==> src/rtl/seq_mul_32_if.sv <==
// Bundle of handshake and data signals between an operand source/result sink
// and the sequential multiplier.
//   master : drives in_valid, A, B, is_signed, out_ready; observes the rest
//   slave  : the multiplier side (accepts operands, returns P/ZF/OF, busy)
interface seq_mul_32_if #(
  parameter int WIDTH = 32
);
  logic                 in_valid;
  logic                 in_ready;
  logic [WIDTH-1:0]     A;
  logic [WIDTH-1:0]     B;
  logic                 is_signed;
  logic                 out_valid;
  logic                 out_ready;
  logic [2*WIDTH-1:0]   P;
  logic                 ZF;
  logic                 OF;
  logic                 busy;

  modport master (
    output in_valid, A, B, is_signed, out_ready,
    input  in_ready, out_valid, P, ZF, OF, busy
  );

  modport slave (
    input  in_valid, A, B, is_signed, out_ready,
    output in_ready, out_valid, P, ZF, OF, busy
  );
endinterface

==> src/rtl/seq_mul_32.sv <==
// Multi-cycle shift-and-add multiplier. One partial-product add per cycle
// (accumulator high half + gated multiplicand), signed operands handled by
// magnitude multiply followed by a two's-complement fix-up.
// Ports:
//   clk  : rising-edge clock
//   rst  : asynchronous reset, active-high
//   bus  : seq_mul_32_if.slave
//          in_valid/in_ready   operand handshake (ready only in IDLE)
//          A, B, is_signed     multiplicand, multiplier, signedness
//          out_valid/out_ready result handshake
//          P, ZF, OF           2*WIDTH product, zero flag, overflow flag
//          busy                high in RUN or FIX
module seq_mul_32 #(
  parameter int WIDTH = 32,
  parameter int CNT_W = 6
) (
  input logic        clk,
  input logic        rst,
  seq_mul_32_if.slave bus
);

  typedef enum logic [1:0] {
    S_IDLE = 2'd0,
    S_RUN  = 2'd1,
    S_FIX  = 2'd2,
    S_DONE = 2'd3
  } state_t;

  state_t               state_q, state_d;
  logic [CNT_W-1:0]     cnt_q, cnt_d;
  logic                 neg_q;
  logic                 sgn_q;
  logic [2*WIDTH-1:0]   p_q;
  logic                 zf_q;
  logic                 of_q;
  logic                 ov_q;

  // Datapath registers: contents are don't-care until an accept reloads them.
  logic [WIDTH-1:0]     mcand_q;
  logic [WIDTH-1:0]     hi_q;
  logic [WIDTH-1:0]     lo_q;

  logic                 accept_w;
  logic [WIDTH:0]       sum_w;
  logic [2*WIDTH-1:0]   p_fix_w;

  // Magnitude of an operand; the most-negative value maps to 2**(W-1),
  // which is representable as an unsigned W-bit number.
  function automatic logic [WIDTH-1:0] abs_op(input logic signed [WIDTH-1:0] v,
                                              input logic sgn);
    logic signed [WIDTH-1:0] n;
    n = -v;
    return (sgn && v[WIDTH-1]) ? n : v;
  endfunction

  function automatic logic [2*WIDTH-1:0] neg_fix(input logic [2*WIDTH-1:0] acc,
                                                 input logic neg);
    return neg ? (~acc + 1'b1) : acc;
  endfunction

  // Unsigned: any bit in the upper half. Signed: upper half plus the result
  // sign bit must be a pure sign extension.
  function automatic logic of_flag(input logic [2*WIDTH-1:0] p,
                                   input logic sgn);
    logic [WIDTH:0] top;
    top = p[2*WIDTH-1:WIDTH-1];
    if (sgn)
      return !((top == '0) || (top == '1));
    else
      return (p[2*WIDTH-1:WIDTH] != '0);
  endfunction

  assign accept_w = (state_q == S_IDLE) && bus.in_valid;

  // Adder carry is kept as bit WIDTH so the unsigned 2W-bit result is exact.
  assign sum_w   = {1'b0, hi_q} + {1'b0, mcand_q & {WIDTH{lo_q[0]}}};
  assign p_fix_w = neg_fix({hi_q, lo_q}, neg_q);

  // State register and control/result registers
  always_ff @(posedge clk or posedge rst) begin
    if (rst) begin
      state_q <= S_IDLE;
      cnt_q   <= '0;
      neg_q   <= 1'b0;
      sgn_q   <= 1'b0;
      p_q     <= '0;
      zf_q    <= 1'b0;
      of_q    <= 1'b0;
      ov_q    <= 1'b0;
    end else begin
      state_q <= state_d;
      cnt_q   <= cnt_d;
      if (accept_w) begin
        neg_q <= bus.is_signed & (bus.A[WIDTH-1] ^ bus.B[WIDTH-1]);
        sgn_q <= bus.is_signed;
      end
      if (state_q == S_FIX) begin
        p_q  <= p_fix_w;
        zf_q <= (p_fix_w == '0);
        of_q <= of_flag(p_fix_w, sgn_q);
      end
      // The result registers settle for one cycle in DONE before out_valid
      // is raised; release clears it on the handshake edge.
      if (state_q == S_DONE) begin
        if (!ov_q)
          ov_q <= 1'b1;
        else if (bus.out_ready)
          ov_q <= 1'b0;
      end
    end
  end

  // Shift-and-add datapath
  always_ff @(posedge clk) begin
    if (accept_w) begin
      mcand_q <= abs_op(bus.A, bus.is_signed);
      lo_q    <= abs_op(bus.B, bus.is_signed);
      hi_q    <= '0;
    end else if (state_q == S_RUN) begin
      // {c, hi, lo} >> 1 : the consumed multiplier bit falls off lo[0].
      hi_q <= sum_w[WIDTH:1];
      lo_q <= {sum_w[0], lo_q[WIDTH-1:1]};
    end
  end

  // Next-state logic
  always_comb begin
    state_d = state_q;
    cnt_d   = cnt_q;
    unique case (state_q)
      S_IDLE: begin
        if (bus.in_valid) begin
          state_d = S_RUN;
          cnt_d   = CNT_W'(WIDTH);
        end
      end
      S_RUN: begin
        cnt_d = cnt_q - 1'b1;
        if (cnt_q == CNT_W'(1))
          state_d = S_FIX;
      end
      S_FIX: begin
        state_d = S_DONE;
      end
      S_DONE: begin
        if (ov_q && bus.out_ready)
          state_d = S_IDLE;
      end
      default: begin
        state_d = S_IDLE;
      end
    endcase
  end

  // Outputs
  always_comb begin
    bus.in_ready  = (state_q == S_IDLE);
    bus.busy      = (state_q == S_RUN) || (state_q == S_FIX);
    bus.out_valid = ov_q;
    bus.P         = p_q;
    bus.ZF        = zf_q;
    bus.OF        = of_q;
  end

endmodule

==> src/flat_wrapper.sv <==
// flat-port wrapper written by rule: the top's interface ports become plain ports
module seq_mul_32_flat 
#(
  parameter int WIDTH = 32,
  parameter int CNT_W = 6
)
  (clk, rst, bus_in_valid, bus_A, bus_B, bus_is_signed, bus_out_ready, bus_in_ready, bus_out_valid, bus_P, bus_ZF, bus_OF, bus_busy);
  seq_mul_32_if #(.WIDTH(WIDTH)) bus_i ();
  input logic clk;
  input logic rst;
  input wire logic [$bits(bus_i.in_valid)-1:0] bus_in_valid;
  input wire logic [$bits(bus_i.A)-1:0] bus_A;
  input wire logic [$bits(bus_i.B)-1:0] bus_B;
  input wire logic [$bits(bus_i.is_signed)-1:0] bus_is_signed;
  input wire logic [$bits(bus_i.out_ready)-1:0] bus_out_ready;
  output wire logic [$bits(bus_i.in_ready)-1:0] bus_in_ready;
  output wire logic [$bits(bus_i.out_valid)-1:0] bus_out_valid;
  output wire logic [$bits(bus_i.P)-1:0] bus_P;
  output wire logic [$bits(bus_i.ZF)-1:0] bus_ZF;
  output wire logic [$bits(bus_i.OF)-1:0] bus_OF;
  output wire logic [$bits(bus_i.busy)-1:0] bus_busy;
  assign bus_i.in_valid = bus_in_valid;
  assign bus_i.A = bus_A;
  assign bus_i.B = bus_B;
  assign bus_i.is_signed = bus_is_signed;
  assign bus_i.out_ready = bus_out_ready;
  assign bus_in_ready = bus_i.in_ready;
  assign bus_out_valid = bus_i.out_valid;
  assign bus_P = bus_i.P;
  assign bus_ZF = bus_i.ZF;
  assign bus_OF = bus_i.OF;
  assign bus_busy = bus_i.busy;
  seq_mul_32 #(.WIDTH(WIDTH), .CNT_W(CNT_W)) u_core (.clk(clk), .rst(rst), .bus(bus_i));
endmodule
==> config.mk <==
export PLATFORM = sky130hd
export DESIGN_NAME = seq_mul_32_flat
export DESIGN_NICKNAME = d
export VERILOG_FILES = /design/src/rtl/seq_mul_32_if.sv /design/src/rtl/seq_mul_32.sv /design/src/flat_wrapper.sv
export SDC_FILE = /design/constraint.sdc
export NUM_CORES = 1
export LEC_CHECK = 0
export ABC_AREA = 1
export CAP_MARGIN = 30
export CORE_ASPECT_RATIO = 0.8
export CORE_UTILIZATION = 30
export DETAILED_ROUTE_END_ITERATION = 16
export HOLD_SLACK_MARGIN = 0.12
export SYNTH_ARGS = -nofsm -noshare
export SYNTH_HDL_FRONTEND = slang
export SYNTH_SLANG_ARGS = --single-unit
==> constraint.sdc <==
create_clock -name clk -period 2.9 [get_ports clk]
set_clock_uncertainty 0.05 [all_clocks]
set_input_delay 0.58 -clock clk [delete_from_list [all_inputs] [get_ports clk]]
set_output_delay 0.58 -clock clk [all_outputs]
set_load 0.02 [all_outputs]
Word-level counts from Yosys, hierarchy flattened --
Cells that the tools add are included. W data, S select, Z words.
Cells by class: $add $sub $neg 5, multiply operators 0, div/mod/pow operators 0, $lt $le $gt $ge 0, eq/ne operators 8, shifts and indexed selects 0, multiplexer cells 14, bitwise operators 4, reductions and logical operators 15
Operators by type and width (number):
- $mux W32 | 4
- $add A64 B1 Y64 const B | 1
- $logic_not A64 Y1 | 1
- $mux W64 | 1
- $neg A32 Y32 | 2
- $not A64 Y64 | 1
- $add A32 B32 Y33 | 1
- $eq A33 B33 Y1 const B | 1
- $logic_not A33 Y1 | 1
- $and A32 B32 Y32 | 1
- $reduce_bool A32 Y1 | 1
- $pmux W6 S2 | 1
- $pmux W2 S4 | 1
- $eq A6 B1 Y1 const B | 1
- $mux W2 | 3
- $mux W6 | 1
- $ne A2 B2 Y1 const B | 3
- $sub A6 B1 Y6 const B | 1
- $eq A2 B2 Y1 const B | 2
- $logic_and A1 B1 Y1 | 4
- $reduce_bool A2 Y1 | 2
- $mux W1 | 3
- $reduce_and A3 Y1 | 1
- $eq A2 B1 Y1 const B | 1
- other kinds (6) | 7
Storage, ports and cells: register bits after elaboration 173, bits in latches 0, bits in writable memories 0, bits in read-only memories 0, input port bits 69, output and inout bits 69, memories 0

Depth between registers and ports, before layout --
depth in word-level cells 7, mapped depth 22, gate-level depth less buffers 21

Worst setup path before layout --
OpenSTA, ideal clock, no wires.
path kind flip-flop to flip-flop, start reg u_core.state_q[0], end reg u_core.lo_q[30] (data pin), data arrival time 2599 ps, required time 2536 ps, path slack -63 ps, stages on the path, launching flop included 8, path buffers 2, period minus slack after synthesis 2963 ps, path through dfrtp_1 inv_1 ha_1 nand2_1 inv_1 clkbuf_1 clkbuf_1 o21ai_0
Between the ends: word-level cells in the longest chain between the ends 3
RTL lines:
- start: declaration | RTL line seq_mul_32.sv:29 | state_t state_q, state_d;
- start signal: assignment | RTL line seq_mul_32.sv:91 | state_q <= state_d;
- $logic_not A2 Y1
- named net bus_in_ready | RTL line flat_wrapper.sv:16 | output wire logic [$bits(bus_i.in_ready)-1:0] bus_in_ready;
- $logic_and A1 B1 Y1 | RTL line seq_mul_32.sv:73 | assign accept_w = (state_q == S_IDLE) && bus.in_valid;
- named net u_core.accept_w | RTL line seq_mul_32.sv:43 | logic accept_w;
- $mux W32 | RTL line seq_mul_32.sv:115 | if (accept_w) begin
- end signal: assignment | RTL line seq_mul_32.sv:117 | lo_q <= abs_op(bus.B, bus.is_signed);
- end signal: assignment | RTL line seq_mul_32.sv:122 | lo_q <= {sum_w[0], lo_q[WIDTH-1:1]};
- end: declaration | RTL line seq_mul_32.sv:41 | logic [WIDTH-1:0] lo_q;
The timed path passes the listed nets, and every way through them passes these cells. A chain may end at the register's enable or synchronous reset.

Worst setup path in the final report --
start reg u_core.lo_q[0], end reg u_core.hi_q[30]
Between the ends: word-level cells in the longest chain between the ends 2
RTL lines:
- $and A32 B32 Y32 | RTL line seq_mul_32.sv:76 | assign sum_w = {1'b0, hi_q} + {1'b0, mcand_q & {WIDTH{lo_q[0]}}};
- $add A32 B32 Y33 | RTL line seq_mul_32.sv:76
- end signal: assignment | RTL line seq_mul_32.sv:121 | hi_q <= sum_w[WIDTH:1];
- end: declaration | RTL line seq_mul_32.sv:40 | logic [WIDTH-1:0] hi_q;
No other way between the ends.

==> results.md <==
* Setup violations, final at 0
* Reg area at 4491 um^2
* CTS clock-pin slew for the worst setup and hold paths at 0.08 ns
* Critical Path End Type: flip-flop
* Initial Util at 30.65%
* Register area share after synthesis at 35.77%
* Initial antenna violation count at 0
* Min-delay worst type: in2async
* Slowest stage delay, CP at 0.51 ns
* Nets at 2161
* Clock Tree Buf Depth at 2
* CTS tree: yes
* Via count at 12790
* Clock root buffer: clkbuf_16
* Crit path required time at 3.21 ns
* Hold-fix buffers, CTS at 0
* Post-Syn Area at 12550 um^2
* Vias in the first global route at 11760
* Initial DRC count at 1217
* Layout cells sized above 1 at 12.27%
* Pre-CTS WS at -0.2006 ns
* Post-synthesis register bit count at 173
* CP max-delay cell: edfxtp_1
* H-Tree Depth at 4
* Gate count of the mapped netlist at 1842
* Met3 Use GR at 3.787%
* Top cells by area, synth: dfrtp_1, nand2_1, edfxtp_1, nor2_1, inv_1
* Top-Level Pins at 138
* Drt drc at 0
* Slack of the critical path at 0.1298 ns
* Routed vias/inst at 4.906
* Placeable Area at 40960 um^2
* Final Cycle Share at 95.52%
* Area of the multi-input gates at 7500 um^2
* DR WL/cell at 16.62 um
* WL final at 43.30 mm
* Ant. Diodes at 0
* Pwr dens at 1222 nW/um^2
* Synthesized netlist net count at 1954
* Filler Cells Inserted at 4350
* Maximum vdd drop at 0.0006675 V
* Die area at 42670 um^2
* Syn-to-layout area delta at 30.11%
* Largest area contributor in the netlist: dfrtp_1
* Detail Placement HPWL at 35.26 mm
* Syn avg cell area at 6.814 um^2
* First-pass GRT wire length at 67.01 mm
* Final Hold Viols at 0
* Slew headroom at 65.14%
* WP data arrival at 3.08 ns
* CP startpoint kind: flip-flop
* Final count of pins violating max slew at 0
* CP top delay family: compound AO/OA/AOI/OAI gates
* Drt pass-1 iters at 6
* Gp weighted congestion at 0.9401
* Worst-skew pair later-pin latency at 0.46 ns
* Warnings, synthesis at 0
* Most Frequent Cell on Critical Path: inv_1
* Yosys cell types at 47
* EDFF count, synth at 64
* GRT overflow at 0
* Fmax achieved at 361.0 MHz
* M2 GR Usage at 29.10%
* Asr flop ratio synth at 44.51%
* Worst-path fanout max at 21
* Min Tclk post-route at 2.770 ns
* Worst Max-Slew Pin Slew at 0.5222 ns
* Synth Flop Type: dfrtp_1
* RSZ-0062 raised after global routing: yes
* Die outline height at 185.0 um
* Die width at 230.7 um
* Buf+Inv Stages, Crit Path at 6
* FP Rows at 66
* Leakage at 7.377 nW
* I/O Buffers at 137
* Worst path cell trace: buf_6 > buf_8 > nand2_1 > inv_1 > ha_1 > nand2_1 > inv_1 > a21oi_2 > buf_4 > o21ai_0 > a221oi_1 > a21oi_1 > nand3b_1 > o211ai_1 > inv_1
* CTS Buf Count at 17
* ANT nets after route at 0
* Crit Path Class: reg2reg
* Max-cap viol count at 0
* Clk sinks at 173
* Status: finished, final reports clean
* Largest net degree at the start of global routing at 87
* Met1 Usage GRT at 31.46%
* Share of the synthesized area in the top cell type at 15.35%
* Min Hold Slack at 0.3852 ns
* All-Layer GR Usage at 20.46%
* TNS Setup at 0 ns
* Top Usage Layer GRT: met1
==> Yosys cell counts (5+ instances only) <==
| library cell | number |
|---|---|
| a21o_1 | 9 |
| a21oi_1 | 74 |
| a221oi_1 | 5 |
| a31oi_1 | 24 |
| buf_1 | 5 |
| buf_2 | 8 |
| clkbuf_1 | 34 |
| dfrtp_1 | 77 |
| dfxtp_1 | 32 |
| edfxtp_1 | 64 |
| ha_1 | 42 |
| inv_1 | 215 |
| nand2_1 | 513 |
| nand2_2 | 11 |
| nand3_1 | 96 |
| nand4_1 | 29 |
| nor2_1 | 262 |
| nor2_2 | 5 |
| nor3_1 | 21 |
| nor4_1 | 11 |
| o21a_1 | 5 |
| o21ai_0 | 143 |
| o21ai_1 | 5 |
| o31ai_1 | 6 |
| xnor2_1 | 25 |
| xor2_1 | 81 |
==> per-layer routing <==
| metal | vias up | wire (um) |
|---|---|---|
| met5 | - | 0 |
| met4 | 0 | 518 |
| met3 | 40 | 3326 |
| met2 | 425 | 17210 |
| met1 | 5911 | 22250 |
| li1 | 6409 | - |
==> cell families (layout without fill, tap and decap cells) <==
logic type	count (synthesis)	in the layout	share of synthesized area [%]
fa+ha+maj	43	43	4.346
xor+xnor	106	106	7.396
flops	173	173	35.77
simple gates	967	968	31.98
compound gates	284	284	12.38
buf+inv	269	488	8.134
==> power breakdown <==
group,total (mW),internal (mW),switching (mW)
registers,5.11,3.82,1.29
logic,12.4,4.63,7.77
clock network,2.44,1.37,1.08
total,20.0,9.82,10.1
==> flip-flops by register name, summed over array words and instances, names as in the netlist <==
register	flops
u_core.bus.OF	1
u_core.bus.ZF	1
u_core.neg_q	1
u_core.bus.P	64
u_core.bus.out_valid	1
u_core.state_q	2
u_core.cnt_q	6
u_core.lo_q	32
u_core.sgn_q	1
u_core.mcand_q	32
u_core.hi_q	32
==> worst paths after layout <==
| kind | slack [ns] | startpoint | endpoint | depth (start not counted) |
|---|---|---|---|---|
| setup / recovery | 0.13 | u_core.lo_q[0]$_DFFE_PP_ | u_core.hi_q[30]$_SDFFE_PP0P_ | 15 |
| hold / removal | 0.39 | rst | u_core.bus.P[16]$_DFFE_PP0P_ | 2 |
| setup reg to reg | 0.13 | u_core.lo_q[0]$_DFFE_PP_ | u_core.hi_q[30]$_SDFFE_PP0P_ | 15 |
| hold reg to reg | 0.43 | u_core.bus.P[45]$_DFFE_PP0P_ | u_core.bus.P[45]$_DFFE_PP0P_ | 2 |
| max in group asynchronous | 1.77 | rst | u_core.bus.P[47]$_DFFE_PP0P_ | 3 |
| min in group clk | 0.43 | u_core.bus.P[45]$_DFFE_PP0P_ | u_core.bus.P[45]$_DFFE_PP0P_ | 2 |
==> stage by stage <==
step	utilization (%)	std cells	total power [mW]	area (um^2)
after floorplan	-	1842	12.05	12550
after global placement	36.90	2558	16.58	15110
after detailed placement	36.90	2558	16.70	15110
after CTS	38.42	2590	19.20	15740
after global routing	39.87	2606	21.62	16330
final	39.87	2606	19.96	16330
==> cell usage in the layout, fill, tap and decap left out, types with 13 or more instances in the layout <==
master | synthesis | layout
nor2_1 | 262 | 250
nand2_1 | 513 | 481
edfxtp_1 | 64 | 64
buf_4 | 0 | 86
nor3_1 | 21 | 18
xor2_1 | 81 | 81
inv_1 | 215 | 212
nand4_1 | 29 | 29
dfrtp_1 | 77 | 76
clkdlybuf4s50_1 | 0 | 137
dfxtp_1 | 32 | 32
a31oi_1 | 24 | 21
o21ai_0 | 143 | 135
nor2_2 | 5 | 13
xnor2_1 | 25 | 25
clkbuf_16 | 0 | 17
nand2_2 | 11 | 36
a21oi_1 | 74 | 64
nand3_1 | 96 | 86
ha_1 | 42 | 33
==> repair_timing <==
action                                  CTS  global route
pin swaps                                 0            19
endpoints found under the setup margin    4            20
gates resized for setup                   4           113
setup buffers                             0            15
cloned                                    0             1
hold endpoints to repair                  0             0
==> layout make-up <==
class                           count  area share [%]
Clock buffer                       17           2.605
Clock inverter                     15           1.134
Inverter                          222           5.118
Multi-Input combinational cell   1401           45.92
Sequential cell                   173           27.50
Tap cell                          544           4.168
Timing Repair Buffer              234           13.56
Power figures use the tool's default switching activity.
==> RTL change, RTL diff (same flow settings) <==
Encoding of `state_t`: now one-hot (4 bits for 4 states).
--- a/src/rtl/seq_mul_32.sv
+++ b/src/rtl/seq_mul_32.sv
@@ -20,9 +20,9 @@
 );
 
-  typedef enum logic [1:0] {
-    S_IDLE = 2'd0,
-    S_RUN  = 2'd1,
-    S_FIX  = 2'd2,
-    S_DONE = 2'd3
+  typedef enum logic [3:0] {
+    S_IDLE = 4'b0001,
+    S_RUN  = 4'b0010,
+    S_FIX  = 4'b0100,
+    S_DONE = 4'b1000
   } state_t;
 
Behaviour: same outputs for any inputs over 10 cycles, from zero or initial values and one cycle with rst high; not proved beyond that.
==> RTL change against the unedited design <==
- sequential cell count up 2
- worst setup slack better by 52 ps
- largest power group unchanged
- worst hold slack better by 27 ps
- global-route usage down 1.2 points
- highest routed layer unchanged
- design area down 2.5%
- cell count down 0.46%
- area after synthesis up 2.0%
- largest cell class unchanged
- total power down 7.9%
- routed wire length down 4.2%
- synthesized cell count up 0.81%
- count of clock-buffer cells in the layout up 7
- sequential power up 3%
==> RTL change: results (changes against the unedited design) <==
combPwrFrac: 0.586  # -0.035
grt_pass1_vias: 11600  # -1.5%
pwr-share-seq: 0.285  # +0.029
synth_nets: 1965  # +0.56%
place_ws_ps: -17.8  # +183 ps
yosysMostFrequentCell: "nand2_1"
synthArstFlopShare: 0.451  # +0.00634
cts-htree-levels: 4  # unchanged
slew_headroom: 0.426  # -0.226
status: "complete, no violations"
ant_nets: 0  # unchanged
synthTopCellsByArea: "nand2_1, dfrtp_1, edfxtp_1, nor2_1, inv_1"
p_leak_nw: 7.46  # +1.1%
cpPeakStageDelay_ps: 430  # -80 ps
drive_above_1_share: 0.0906  # -0.0321
drt_iter0_markers: 1230  # +1.1%
cts_root_buffer: "clkbuf_16"
track_usage: 0.192  # -0.0122
worstHoldPathType: "input pin to async pin"
hpwlAfterDp_um: 33800  # -4.1%
cp_slowest_cell: "edfxtp_1"
synthFlopType: "dfrtp_1"
postCtsSetupRepairBufs: 0  # unchanged
final_nets: 2137  # -1.1%
synth_edf_count: 64  # unchanged
synth_commonest_cells: "nand2_1, nor2_1, inv_1, o21ai_0, nand3_1"
gp_congestion: 0.953  # +1.4%
ctsResizeCount: 0  # -4
wl_um: 41500  # -4.2%
yosysWarnings: 0  # unchanged
first_pass_iters: 8  # +2
arrival_ps: 3070  # about the same
io_buffers: 137  # unchanged
ys_seq_area_frac: 0.355  # -0.00305
grt_max_degree: 97  # +11%
cp_max_fo: 32  # +52%
ir_drop_v: 0.000480  # -28%
cp_top_family: "simple AND/OR/NAND/NOR gates"
grt_first_pass_wirelength_um: 64900  # -3.1%
n_fill_cell: 4409  # +1.4%
viasPerCell: 4.88  # -0.50%
cts_made_buffers: 17  # unchanged
netSwitchingFraction: 0.497  # -0.0110
synth_cell_types: 52  # +11%
area_delta_synth_final_pct: 24.3
==> RTL change: cell type report <==
type	count	share of cell area
Clock buffer	24	0.0323
Tap cell	552	0.0434
Multi-Input combinational cell	1402	0.458
Sequential cell	175	0.285
Timing Repair Buffer	199	0.121
Clock inverter	8	0.00495
Inverter	234	0.0554
==> RTL change: through the flow <==
step,instance area (um^2),cells,power [mW],TNS [ps],hold WS (ps)
2_1_floorplan,12800,1857,11.8,0,422
3_3_place_gp,15200,2560,15.6,-3.82,414
3_5_place_dp,15200,2560,15.8,-17.8,421
4_1_cts,15800,2592,18.2,0,402
5_1_grt,15900,2594,19.9,-0.703,424
6_report,15900,2594,18.4,0,412
==> RTL change: worst paths after layout <==
path	endpoint	depth (start not counted)	slack (ps)	start
max in group asynchronous	u_core.bus.P[23]$_DFFE_PP0N_	3	1690	rst
worst max register to register	u_core.hi_q[22]$_SDFFE_PP0P_	19	180	u_core.lo_q[0]$_DFFE_PP_
min in group clk	u_core.bus.P[6]$_DFFE_PP0N_	2	430	u_core.bus.P[6]$_DFFE_PP0N_
worst max-delay path	u_core.hi_q[22]$_SDFFE_PP0P_	19	180	u_core.lo_q[0]$_DFFE_PP_
worst min-delay path	u_core.bus.P[24]$_DFFE_PP0N_	2	410	rst
worst min register to register	u_core.bus.P[6]$_DFFE_PP0N_	2	430	u_core.bus.P[6]$_DFFE_PP0N_
==> RTL change: cell families after synthesis <==
family          synth area share
buf+inv                   0.0858
xor+xnor                  0.0711
flops                      0.355
compound gates             0.117
simple gates               0.332
fa+ha+maj                 0.0387
mux                      0.00156
==> RTL change: metal layers <==
metal / wire length, um / global-route usage / up-vias
li1: - / - / 6373
met1: 21100 / 0.304 / 5803
met2: 16500 / 0.264 / 449
met3: 3220 / 0.0319 / 37
met4: 586 / 0.0483 / 0
met5: 0 / 0 / -
